--- src/rtl/seg7_scan4_if.sv ---
// seg7_scan4_if -- bus between a display client and the seg7_scan4 scanner.
//
// Handshake: load is a one-cycle strobe with no backpressure. value and
// dp_in are sampled on the same edge that sees load=1. The scanner never
// stalls the client. blank_all is a level control.
//
// Signals:
//   value[15:0]        four hex digits, [3:0] = rightmost digit (digit 0)
//   load               capture strobe for value/dp_in
//   dp_in[3:0]         per-digit decimal point request
//   blank_all          force display dark (scanning continues)
//   an[3:0]            digit enables (registered)
//   seg7[6:0]          segments {g,f,e,d,c,b,a} (registered)
//   dp                 decimal point of the active digit (registered)
//   frame_tick         one-cycle pulse when a pending value is committed
//   dbg_digit_sel[1:0] current scan slot, for checkers
interface seg7_scan4_if;
  logic [15:0] value;
  logic        load;
  logic [3:0]  dp_in;
  logic        blank_all;
  logic [3:0]  an;
  logic [6:0]  seg7;
  logic        dp;
  logic        frame_tick;
  logic [1:0]  dbg_digit_sel;

  modport master (
    output value, load, dp_in, blank_all,
    input  an, seg7, dp, frame_tick, dbg_digit_sel
  );

  modport slave (
    input  value, load, dp_in, blank_all,
    output an, seg7, dp, frame_tick, dbg_digit_sel
  );
endinterface

--- src/rtl/seg7_scan4.sv ---
// seg7_scan4 -- time-multiplexed driver for a 4-digit common-anode
// 7-segment display.
//
// Keeps a pending register for client loads and an active register that is
// only updated at the frame boundary (end of digit 3's slot), so a frame is
// never drawn with a mix of old and new digits. Each digit slot lasts
// REFRESH_DIV cycles; the first cycle after a slot change is dark to avoid
// ghosting.
//
// Ports:
//   clk   system clock
//   rst   synchronous, active-high reset
//   bus   seg7_scan4_if.slave (value/load/dp_in/blank_all in,
//         an/seg7/dp/frame_tick/dbg_digit_sel out)
//
// Parameters:
//   REFRESH_DIV     clk cycles per digit slot (>= 2)
//   SEG_ACTIVE_LOW  1 = seg7/dp low-true
//   AN_ACTIVE_LOW   1 = an low-true
//
// Build option: define SEG7_SCAN_LZB_EN to blank leading zero digits
// (digits 3..1); a digit whose dp is set ends the run of blanked zeros.
module seg7_scan4 #(
  parameter int REFRESH_DIV    = 4,
  parameter int SEG_ACTIVE_LOW = 1,
  parameter int AN_ACTIVE_LOW  = 1
) (
  input logic          clk,
  input logic          rst,
  seg7_scan4_if.slave  bus
);

  localparam int PW = $clog2(REFRESH_DIV);
  localparam logic [PW-1:0] PRESC_LAST = PW'(REFRESH_DIV - 1);
  localparam logic [3:0] AN_OFF  = (AN_ACTIVE_LOW  != 0) ? 4'hF  : 4'h0;
  localparam logic [6:0] SEG_OFF = (SEG_ACTIVE_LOW != 0) ? 7'h7F : 7'h00;
  localparam logic       DP_OFF  = (SEG_ACTIVE_LOW != 0);

  function automatic logic [6:0] hex_to_seg(input logic [3:0] n);
    logic [6:0] s;
    case (n)
      4'h0: s = 7'h3F;  4'h1: s = 7'h06;  4'h2: s = 7'h5B;  4'h3: s = 7'h4F;
      4'h4: s = 7'h66;  4'h5: s = 7'h6D;  4'h6: s = 7'h7D;  4'h7: s = 7'h07;
      4'h8: s = 7'h7F;  4'h9: s = 7'h6F;  4'hA: s = 7'h77;  4'hB: s = 7'h7C;
      4'hC: s = 7'h39;  4'hD: s = 7'h5E;  4'hE: s = 7'h79;  default: s = 7'h71;
    endcase
    return s;
  endfunction

  logic [PW-1:0] presc_q, presc_d;
  logic [1:0]    digit_q, digit_d;
  logic [19:0]   pending_q, pending_d;    // {dp[3:0], value[15:0]}
  logic          pend_valid_q, pend_valid_d;
  logic [19:0]   active_q, active_d;
  logic [3:0]    an_q, an_d;
  logic [6:0]    seg_q, seg_d;
  logic          dp_q, dp_d;
  logic          frame_tick_q, frame_tick_d;

  logic          tick, boundary, suppress, lit;
  logic [3:0]    nibble;
  logic [3:0]    act_dp;
  logic [3:0]    an_raw;
  logic [6:0]    seg_raw;
  logic          dp_raw;
`ifdef SEG7_SCAN_LZB_EN
  logic          lz_run;
  logic [3:0]    lz_mask;
`endif

  always_comb begin
    tick     = (presc_q == PRESC_LAST);
    boundary = tick && (digit_q == 2'd3);
    presc_d  = tick ? '0 : presc_q + PW'(1);
    digit_d  = tick ? digit_q + 2'd1 : digit_q;

    pending_d    = pending_q;
    pend_valid_d = pend_valid_q;
    active_d     = active_q;
    frame_tick_d = 1'b0;

    if (bus.load) begin
      pending_d    = {bus.dp_in, bus.value};
      pend_valid_d = 1'b1;
    end

    // A load on the boundary cycle is newer than anything pending, so it
    // bypasses the pending register and commits directly.
    if (boundary) begin
      if (bus.load) begin
        active_d     = {bus.dp_in, bus.value};
        pend_valid_d = 1'b0;
        frame_tick_d = 1'b1;
      end else if (pend_valid_q) begin
        active_d     = pending_q;
        pend_valid_d = 1'b0;
        frame_tick_d = 1'b1;
      end
    end

    nibble = active_q[{digit_q, 2'b00} +: 4];
    act_dp = active_q[19:16];

`ifdef SEG7_SCAN_LZB_EN
    // Walk from the most significant digit down; the run of blanked digits
    // stops at the first non-zero nibble or set decimal point.
    lz_run  = 1'b1;
    lz_mask = 4'b0000;
    for (int i = 3; i >= 1; i--) begin
      lz_run     = lz_run & (active_q[4*i +: 4] == 4'h0) & ~act_dp[i];
      lz_mask[i] = lz_run;
    end
    suppress = lz_mask[digit_q];
`else
    suppress = 1'b0;
`endif

    // The tick edge is the anti-ghosting gap: the outgoing digit is dark
    // while digit_sel moves on.
    lit     = !tick && !bus.blank_all && !suppress;
    an_raw  = lit ? (4'b0001 << digit_q) : 4'b0000;
    seg_raw = lit ? hex_to_seg(nibble) : 7'h00;
    dp_raw  = lit && act_dp[digit_q];

    an_d  = (AN_ACTIVE_LOW  != 0) ? ~an_raw  : an_raw;
    seg_d = (SEG_ACTIVE_LOW != 0) ? ~seg_raw : seg_raw;
    dp_d  = (SEG_ACTIVE_LOW != 0) ? ~dp_raw  : dp_raw;
  end

  always_ff @(posedge clk) begin
    if (rst) begin
      presc_q      <= '0;
      digit_q      <= 2'd0;
      pending_q    <= '0;
      pend_valid_q <= 1'b0;
      active_q     <= '0;
      an_q         <= AN_OFF;
      seg_q        <= SEG_OFF;
      dp_q         <= DP_OFF;
      frame_tick_q <= 1'b0;
    end else begin
      presc_q      <= presc_d;
      digit_q      <= digit_d;
      pending_q    <= pending_d;
      pend_valid_q <= pend_valid_d;
      active_q     <= active_d;
      an_q         <= an_d;
      seg_q        <= seg_d;
      dp_q         <= dp_d;
      frame_tick_q <= frame_tick_d;
    end
  end

  assign bus.an            = an_q;
  assign bus.seg7          = seg_q;
  assign bus.dp            = dp_q;
  assign bus.frame_tick    = frame_tick_q;
  assign bus.dbg_digit_sel = digit_q;

endmodule

--- src/flat_wrapper.sv ---
// flat-port wrapper written by rule: the top's interface ports become plain ports
module seg7_scan4_flat 
#(
  parameter int REFRESH_DIV    = 4,
  parameter int SEG_ACTIVE_LOW = 1,
  parameter int AN_ACTIVE_LOW  = 1
)
  (clk, rst, bus_value, bus_load, bus_dp_in, bus_blank_all, bus_an, bus_seg7, bus_dp, bus_frame_tick, bus_dbg_digit_sel);
  seg7_scan4_if bus_i ();
  input logic clk;
  input logic rst;
  input wire logic [$bits(bus_i.value)-1:0] bus_value;
  input wire logic [$bits(bus_i.load)-1:0] bus_load;
  input wire logic [$bits(bus_i.dp_in)-1:0] bus_dp_in;
  input wire logic [$bits(bus_i.blank_all)-1:0] bus_blank_all;
  output wire logic [$bits(bus_i.an)-1:0] bus_an;
  output wire logic [$bits(bus_i.seg7)-1:0] bus_seg7;
  output wire logic [$bits(bus_i.dp)-1:0] bus_dp;
  output wire logic [$bits(bus_i.frame_tick)-1:0] bus_frame_tick;
  output wire logic [$bits(bus_i.dbg_digit_sel)-1:0] bus_dbg_digit_sel;
  assign bus_i.value = bus_value;
  assign bus_i.load = bus_load;
  assign bus_i.dp_in = bus_dp_in;
  assign bus_i.blank_all = bus_blank_all;
  assign bus_an = bus_i.an;
  assign bus_seg7 = bus_i.seg7;
  assign bus_dp = bus_i.dp;
  assign bus_frame_tick = bus_i.frame_tick;
  assign bus_dbg_digit_sel = bus_i.dbg_digit_sel;
  seg7_scan4 #(.REFRESH_DIV(REFRESH_DIV), .SEG_ACTIVE_LOW(SEG_ACTIVE_LOW), .AN_ACTIVE_LOW(AN_ACTIVE_LOW)) u_core (.clk(clk), .rst(rst), .bus(bus_i));
endmodule
--- config.mk ---
export PLATFORM = sky130hd
export DESIGN_NAME = seg7_scan4_flat
export DESIGN_NICKNAME = d
export VERILOG_FILES = /design/src/rtl/seg7_scan4_if.sv /design/src/rtl/seg7_scan4.sv /design/src/flat_wrapper.sv
export SDC_FILE = /design/constraint.sdc
export NUM_CORES = 1
export LEC_CHECK = 0
export BUFFER_PORTS_ARGS = -buffer_cell sky130_fd_sc_hd__buf_2
export CELL_PAD_IN_SITES_DETAIL_PLACEMENT = 1
export CELL_PAD_IN_SITES_GLOBAL_PLACEMENT = 2
export CORE_MARGIN = 2
export CORE_UTILIZATION = 30
export CTS_CLUSTER_DIAMETER = 100
export DETAILED_ROUTE_END_ITERATION = 7
export PLACE_DENSITY_LB_ADDON = 0.1
export REMOVE_ABC_BUFFERS = 1
export SYNTH_ARGS = -nofsm -noshare
export SYNTH_HDL_FRONTEND = slang
export SYNTH_SLANG_ARGS = --single-unit
--- constraint.sdc ---
create_clock -name clk -period 2 [get_ports clk]
set_input_delay 0 -clock clk [delete_from_list [all_inputs] [get_ports clk]]
set_output_delay 0 -clock clk [all_outputs]
set_load 0.01 [all_outputs]
==> results.md, run 1 <==
* Status: finished, final reports clean
* GR Util All Layers at 0.1370
* Comb power frac at 0.078
* Final worst path period share at 0.9322
* Nature of the critical path startpoint: register
* LEAKAGE at 1.215 nW
* ANT nets after route at 0
* Root buf cell: clkbuf_8
* Slew Viols, Final at 0
* Reg clk slew, reported paths at about 60 ps
* Overall Power at 2.449 mW
* Crit-path cells: mux4_2 -> ha_1 -> mux2_1 -> nand2_1 -> o311ai_1
* FF+latch count, synth at between 50 and 60
* Routability cong. at 0.7386
* Floorplan core area at 0.007331 mm^2
* First-pass GRT wire length at 8907 um
* CP max-delay cell: mux4_2
* Via/cell ratio at 4.486
* Inst Count DP at between 300 and 400
* Sw Pwr at 552.9 uW
* # port buffers at 38
* Share of power burned in the clock network at 0.428
* Post-synthesis cell type count at 30
* Vias in the first global route at 1800
* Reg power frac at 0.494
* Initial Utilization at 0.3132
* Critical-path maximum fanout at 5
* Clk_skew at 5.593 ps
* Power per cell area at 815.4 mW/mm^2
* Max clock buf depth at 2
* Share of layout cells above drive strength 1 at 0.2448
* Setup tns final at 0 ps
* Clock Sinks at 58
* Fin cells at 385
* CTS resizes at 0
* Nets@finish at 317
* Sequential share of the synthesized area at 0.5057
* Mapped cell area at 0.002296 mm^2
* Switching share of power at 0.2258
* H-tree Lvls at 3
* Gr busiest metal: met2
* Max frequency at 0.5364 GHz
* Worst slack, placed at about 110 ps
* DRC at 0
* Setup ws final at 135.6 ps
* Worst hold slack at 40.53 ps
* Via count at 1727
* Final Hold Vio Count at 0
* Clk Latency, worst-skew pair at about 330 ps
* GR Layer Usage met3 at 0.04315
* DR WL/cell at 13.04 um
* Crit Path Category: reg -> reg
* Critical path arrival at 2080 ps
* CP peak stage delay at 590 ps
* P&R area growth vs syn at 30.79%
* M1 GR Usage at 0.1801
* VDD IR-drop max at 425.8 uV
* DRT Pass-1 Iters at 3
* Fin crit period at around 1900 ps
* Die Y at 91.48 um
* Initial antenna violation count at 0
* CTS tree: yes
* Worst min-delay path class: in -> reg
* Pint at 1.896 mW
* DIE AREA at ~0.0084 mm^2
* Max_slew headroom at 0.7241
* Die X at between 90 and 100 um
* Post-Synthesis Cells at 219
* Final setup viols at 0
* Remaining Overflow, GRT at 0
* WP data required at 2210 ps
* Max cap viols at 0
* Largest net degree at the start of global routing at between 40 and 50
* TritonCTS Buffers at 9
* Drt initial violations at 38
* RSZ-0062 raised after global routing: false
* Met2 Track Usage GR at 0.2071
* ANT cells at 0
* Dpl hpwl at roughly 3400 um
* Boundary pin count at 39
* Synth warnings at 0
* # rows at 31
* Syn Area/Cell at 10.48 um^2
* Critical Path End Type: register
* Detailed Route WL at 5022 um
* Worst-margin pin slew at ~410 ps
[power by group through the flow]
stage          sequential [mW]  clock (mW)  combinational [mW]
6_report                  1.21        1.05               0.192
5_1_grt                   1.21        1.13               0.218
4_1_cts                   1.21        1.10               0.197
3_5_place_dp              1.24           0               0.167
3_3_place_gp              1.24           0               0.166
2_1_floorplan             1.24           0              0.0686
[cell usage in the layout (no fill, tap or decap)]
cell	Yosys	final
bufinv_16	0	1
and2b_2	1	1
clkinv_2	0	2
o311ai_1	1	1
a21oi_1	1	1
mux4_1	1	1
nand2_1	11	11
dfxtp_1	58	58
xnor2_1	1	1
nor3_1	3	3
and3b_1	1	1
clkbuf_8	0	10
o211a_1	1	1
ha_1	11	11
nor2_1	46	45
o22ai_1	1	1
o211ai_1	3	3
clkbuf_1	9	2
nand3_1	1	1
buf_4	0	10
buf_12	0	1
mux4_2	4	4
nor3b_1	2	2
inv_1	5	5
buf_2	3	38
mux2_1	2	2
o21ai_1	2	2
a211oi_2	1	1
nor2_2	0	1
nand2b_1	1	1
o221ai_1	1	1
mux2i_1	22	22
nand2b_4	1	1
a211oi_1	20	20
dlygate4sd3_1	0	20
[what timing repair did]
item	CTS	global route
buffers inserted	0	0
hold buffers	20	0
hold endpoints to repair	20	0
[layer usage]
metal  vias to the layer above  routed length (um)  share of wire
met4                         0                  87          0.017
met5                         -                   0              0
met3                        10                 186          0.037
li1                        882                   -              -
met2                        32                2242           0.45
met1                       803                2505           0.50
[logic make-up (layout without fill, tap and decap cells)]
| family | Yosys count | after routing | share of synthesized area |
|---|---|---|---|
| and+or+nand+nor | 67 | 67 | 0.1248 |
| DFF | 58 | 58 | 0.5057 |
| AOI/OAI and AO/OA | 31 | 31 | 0.1019 |
| muxes | 29 | 29 | 0.1564 |
| buffers and inverters | 22 | 89 | 0.04741 |
| adders and majority gates | 11 | 11 | 0.05994 |
| xor gates and xnor gates | 1 | 1 | 0.003815 |
[synthesized netlist by cell type]
cell      number  area share
o211ai_1       3      0.0098
o21ai_1        2      0.0044
and3b_1        1      0.0038
o311ai_1       1      0.0038
o22ai_1        1      0.0027
nor3_1         3      0.0065
nor2_1        46       0.075
mux4_1         1       0.011
buf_1          2      0.0033
buf_2          3      0.0065
mux4_2         4       0.039
clkbuf_1       9       0.015
a211oi_2       1      0.0054
nand2_1       11       0.018
xnor2_1        1      0.0038
o211a_1        1      0.0044
o221ai_1       1      0.0038
and2b_2        1      0.0038
dfxtp_1       58        0.51
nand2b_4       1      0.0060
a21oi_1        1      0.0022
ha_1          11       0.060
nor3b_1        2      0.0065
inv_1          5      0.0082
mux2i_1       22       0.096
mux2_1         2      0.0098
a211oi_1      20       0.065
buf_6          3       0.015
nand3_1        1      0.0022
nand2b_1       1      0.0027
[cell type report]
type / instances / area [um^2]
fill: 841 / 4328
sequential: 58 / 1161
clock inverter: 3 / 40.04
timing repair buffer: 69 / 485.5
inverter: 5 / 18.77
multi-input combinational: 139 / 1028
tap: 99 / 123.9
clock buffer: 12 / 145.1
[registers in the layout, indices dropped and copies added (netlist names)]
signal / cells
u_core.bus.frame_tick: 1
u_core.pending_q: 20
u_core.presc_q: 2
u_core.bus.an: 4
u_core.bus.dp: 1
u_core.bus.seg7: 7
u_core.active_q: 20
u_core.pend_valid_q: 1
u_core.bus.dbg_digit_sel: 2
[worst max-delay path, delay by kind of cell, from the launching register on]
kind	cells	cell delay, ps
fa+ha+maj	1	290
mux	2	900
flops	1	410
simple gates	1	70
compound gates	1	80
[path summary, 6_finish.rpt]
check                                                 from                             to  slack [ps]  depth (start not counted)
setup / recovery  u_core.bus.dbg_digit_sel[0]$_SDFFE_PP0P_  u_core.bus.seg7[5]$_SDFF_PP1_         140                          5
hold / removal                               bus_blank_all       u_core.bus.dp$_SDFF_PP1_          40                          4
setup reg to reg  u_core.bus.dbg_digit_sel[0]$_SDFFE_PP0P_  u_core.bus.seg7[5]$_SDFF_PP1_         140                          5
hold reg to reg               u_core.presc_q[0]$_SDFF_PP0_   u_core.presc_q[0]$_SDFF_PP0_         440                          1
[stage by stage]
step / instance area, um^2 / util
after global routing: 3003 / 0.4096
after global placement: 2618 / 0.3571
final: 3003 / 0.4096
after CTS: 3003 / 0.4096
after floorplan: 2206 / -
after detailed placement: 2618 / 0.3571
Note: power is estimated with default switching activity, not from simulation.
==> inputs of run 2 (changes only) <==
--- a/config.mk
+++ b/config.mk
@@ -9,9 +9,10 @@
 export CELL_PAD_IN_SITES_DETAIL_PLACEMENT = 1
 export CELL_PAD_IN_SITES_GLOBAL_PLACEMENT = 2
 export CORE_MARGIN = 2
-export CORE_UTILIZATION = 30
+export CORE_UTILIZATION = 37
 export CTS_CLUSTER_DIAMETER = 100
 export DETAILED_ROUTE_END_ITERATION = 7
+export MAX_ROUTING_LAYER = met4
 export PLACE_DENSITY_LB_ADDON = 0.1
 export REMOVE_ABC_BUFFERS = 1
 export SYNTH_ARGS = -nofsm -noshare
==> constraint.sdc (replaced) <==
create_clock -name clk -period 2.35 [get_ports clk]
set_input_delay 0 -clock clk [delete_from_list [all_inputs] [get_ports clk]]
set_output_delay 0 -clock clk [all_outputs]
set_load 0.01 [all_outputs]
==> run 2 against run 1 <==
  * Total power shrank 10%
  * Count of clock-buffer cells in the layout shrank 1
  * Fmax down 5.8%
  * Wire length shrank 6.4%
  * Clock power shrank 4%
  * Highest routed layer unchanged
==> results.md, run 2 (synthesis results as in run 1) <==
* Status: finished, final reports clean
* Final Util at 0.4977
* Inst Count DP at 322
* Critical Path End Type: register
* DRC at 0
* Initial Utilization at 0.3855
* # rows at 28
* Clk Latency, worst-skew pair at about 340 ps
* Met2 Track Usage GR at 0.2395
* LEAKAGE at about 1.2 nW
* # port buffers at 38
* Drt initial violations at 29
* Remaining Overflow, GRT at 0
* ANT cells at 0
* Worst hold slack at 41.23 ps
* Fin crit period at 1979 ps
* First-pass GRT wire length at 7803 um
* Largest net degree at the start of global routing at 33
* Clk_skew at 6.690 ps
* Worst slack, placed at 346.3 ps
* CTS tree: yes
* Critical-path maximum fanout at 14
* Post-CTS setup buffer count at 0
* Clock Sinks at 58
* Most frequent cells in the layout: dfxtp_1, nor2_1, buf_2
* Nets@finish at 313
* Boundary pin count at 39
* DRT Pass-1 Iters at 3
* Initial antenna violation count at 0
* Final worst path period share at 0.8423
* WP data required at 2560 ps
* Fillers at 686
* Dpl hpwl at approximately 3100 um
* Share of layout cells above drive strength 1 at 0.2403
* Final Hold Vio Count at 0
* GR Util All Layers at 0.1614
* Max_slew headroom at 0.6123
* Commonest non-fill, non-tap cell in the layout: dfxtp_1
* Post-CTS Hold Fix Bufs at 20
* Detailed Route WL at 4703 um
* ANT nets after route at 0
* CTS resizes at 0
* H-tree Lvls at 3
* Routability cong. at between 0.8 and 0.9
* Via count at 1708
* Max clock buf depth at 2
* Root buf cell: clkbuf_8
* Via/cell ratio at 4.771
* Gr busiest metal: met2
* Power per cell area at between 700 and 800 mW/mm^2
* Setup ws final at approximately 370 ps
* Worst-margin pin slew at between 500 and 600 ps
* GR Layer Usage met3 at 0.06926
* Die Y at 82.78 um
* Multi-input logic area at between 0.001 and 0.0015 mm^2
* Nature of the critical path startpoint: register
* TritonCTS Buffers at 9
* DIE AREA at just under 0.007 mm^2
* Slew Viols, Final at 0
* Vias in the first global route at 1652
* P&R area growth vs syn at 29.10%
* Die X at 82.78 um
* Crit Path Category: reg -> reg
* RSZ-0062 raised after global routing: false
* Critical path arrival at 2190 ps
* Worst min-delay path class: in -> reg
* Floorplan core area at approximately 0.0060 mm^2
* VDD IR-drop max at ~470 uV
* Setup tns final at 0 ps
* Fin cells at roughly 360
* Max frequency at 0.5052 GHz
* Final setup viols at 0
* Storage cell area at between 0.001 and 0.0015 mm^2
* Reg clk slew, reported paths at around 60 ps
* Max cap viols at 0
* M1 GR Usage at 0.1977
* DR WL/cell at 13.14 um
## run 2: changes by cell type in the layout (fill, tap and decap cells not counted), sizes merged
cell and change:
bufinv +1, clkbuf -1, clkinvlp +1, buf -4
## run 2: power by group
group	internal (mW)	leakage, nW	switching, mW
sequential	1.02	0.474	0.0114
combinational	0.0818	0.620	0.0771
clock	0.622	0.109	0.389
## run 2: path summary, 6_finish.rpt
kind | from | slack, ps | end | cells past startpoint
setup / recovery | u_core.bus.dbg_digit_sel[0]$_SDFFE_PP0P_ | 370 | u_core.bus.seg7[5]$_SDFF_PP1_ | 5
hold / removal | bus_blank_all | 40 | u_core.bus.an[0]$_SDFF_PP1_ | 4
setup reg to reg | u_core.bus.dbg_digit_sel[0]$_SDFFE_PP0P_ | 370 | u_core.bus.seg7[5]$_SDFF_PP1_ | 5
hold reg to reg | u_core.presc_q[0]$_SDFF_PP0_ | 430 | u_core.presc_q[0]$_SDFF_PP0_ | 1
## run 2: final cells by class
cell class	count	share of cell area
clock buffer	11	0.04770
clock inverter	5	0.02617
inverter	5	0.006332
multi-input combinational	139	0.3470
sequential	58	0.3917
tap	75	0.03166
timing repair buffer	65	0.1494
## run 2: routing by layer
layer  part of all wire  wire length (um)
met1               0.50              2350
met2               0.44              2085
met3              0.046               215
met4              0.011                52
met5                  0                 0
## run 2: worst max-delay path: stages (launching register included)
cell and delay (ps):
dfxtp_1 470, buf_4 220, mux4_2 670, mux2_1 360
nand2_1 60, o311ai_1 90
## run 2: per-stage QoR
| stage | power, mW | cell area [um^2] |
|---|---|---|
| after global placement | 1.187 | 2545 |
| after floorplan | 1.117 | 2206 |
| after global routing | 2.300 | 2964 |
| after CTS | 2.238 | 2964 |
| after detailed placement | 1.189 | 2545 |
| final | 2.201 | 2964 |
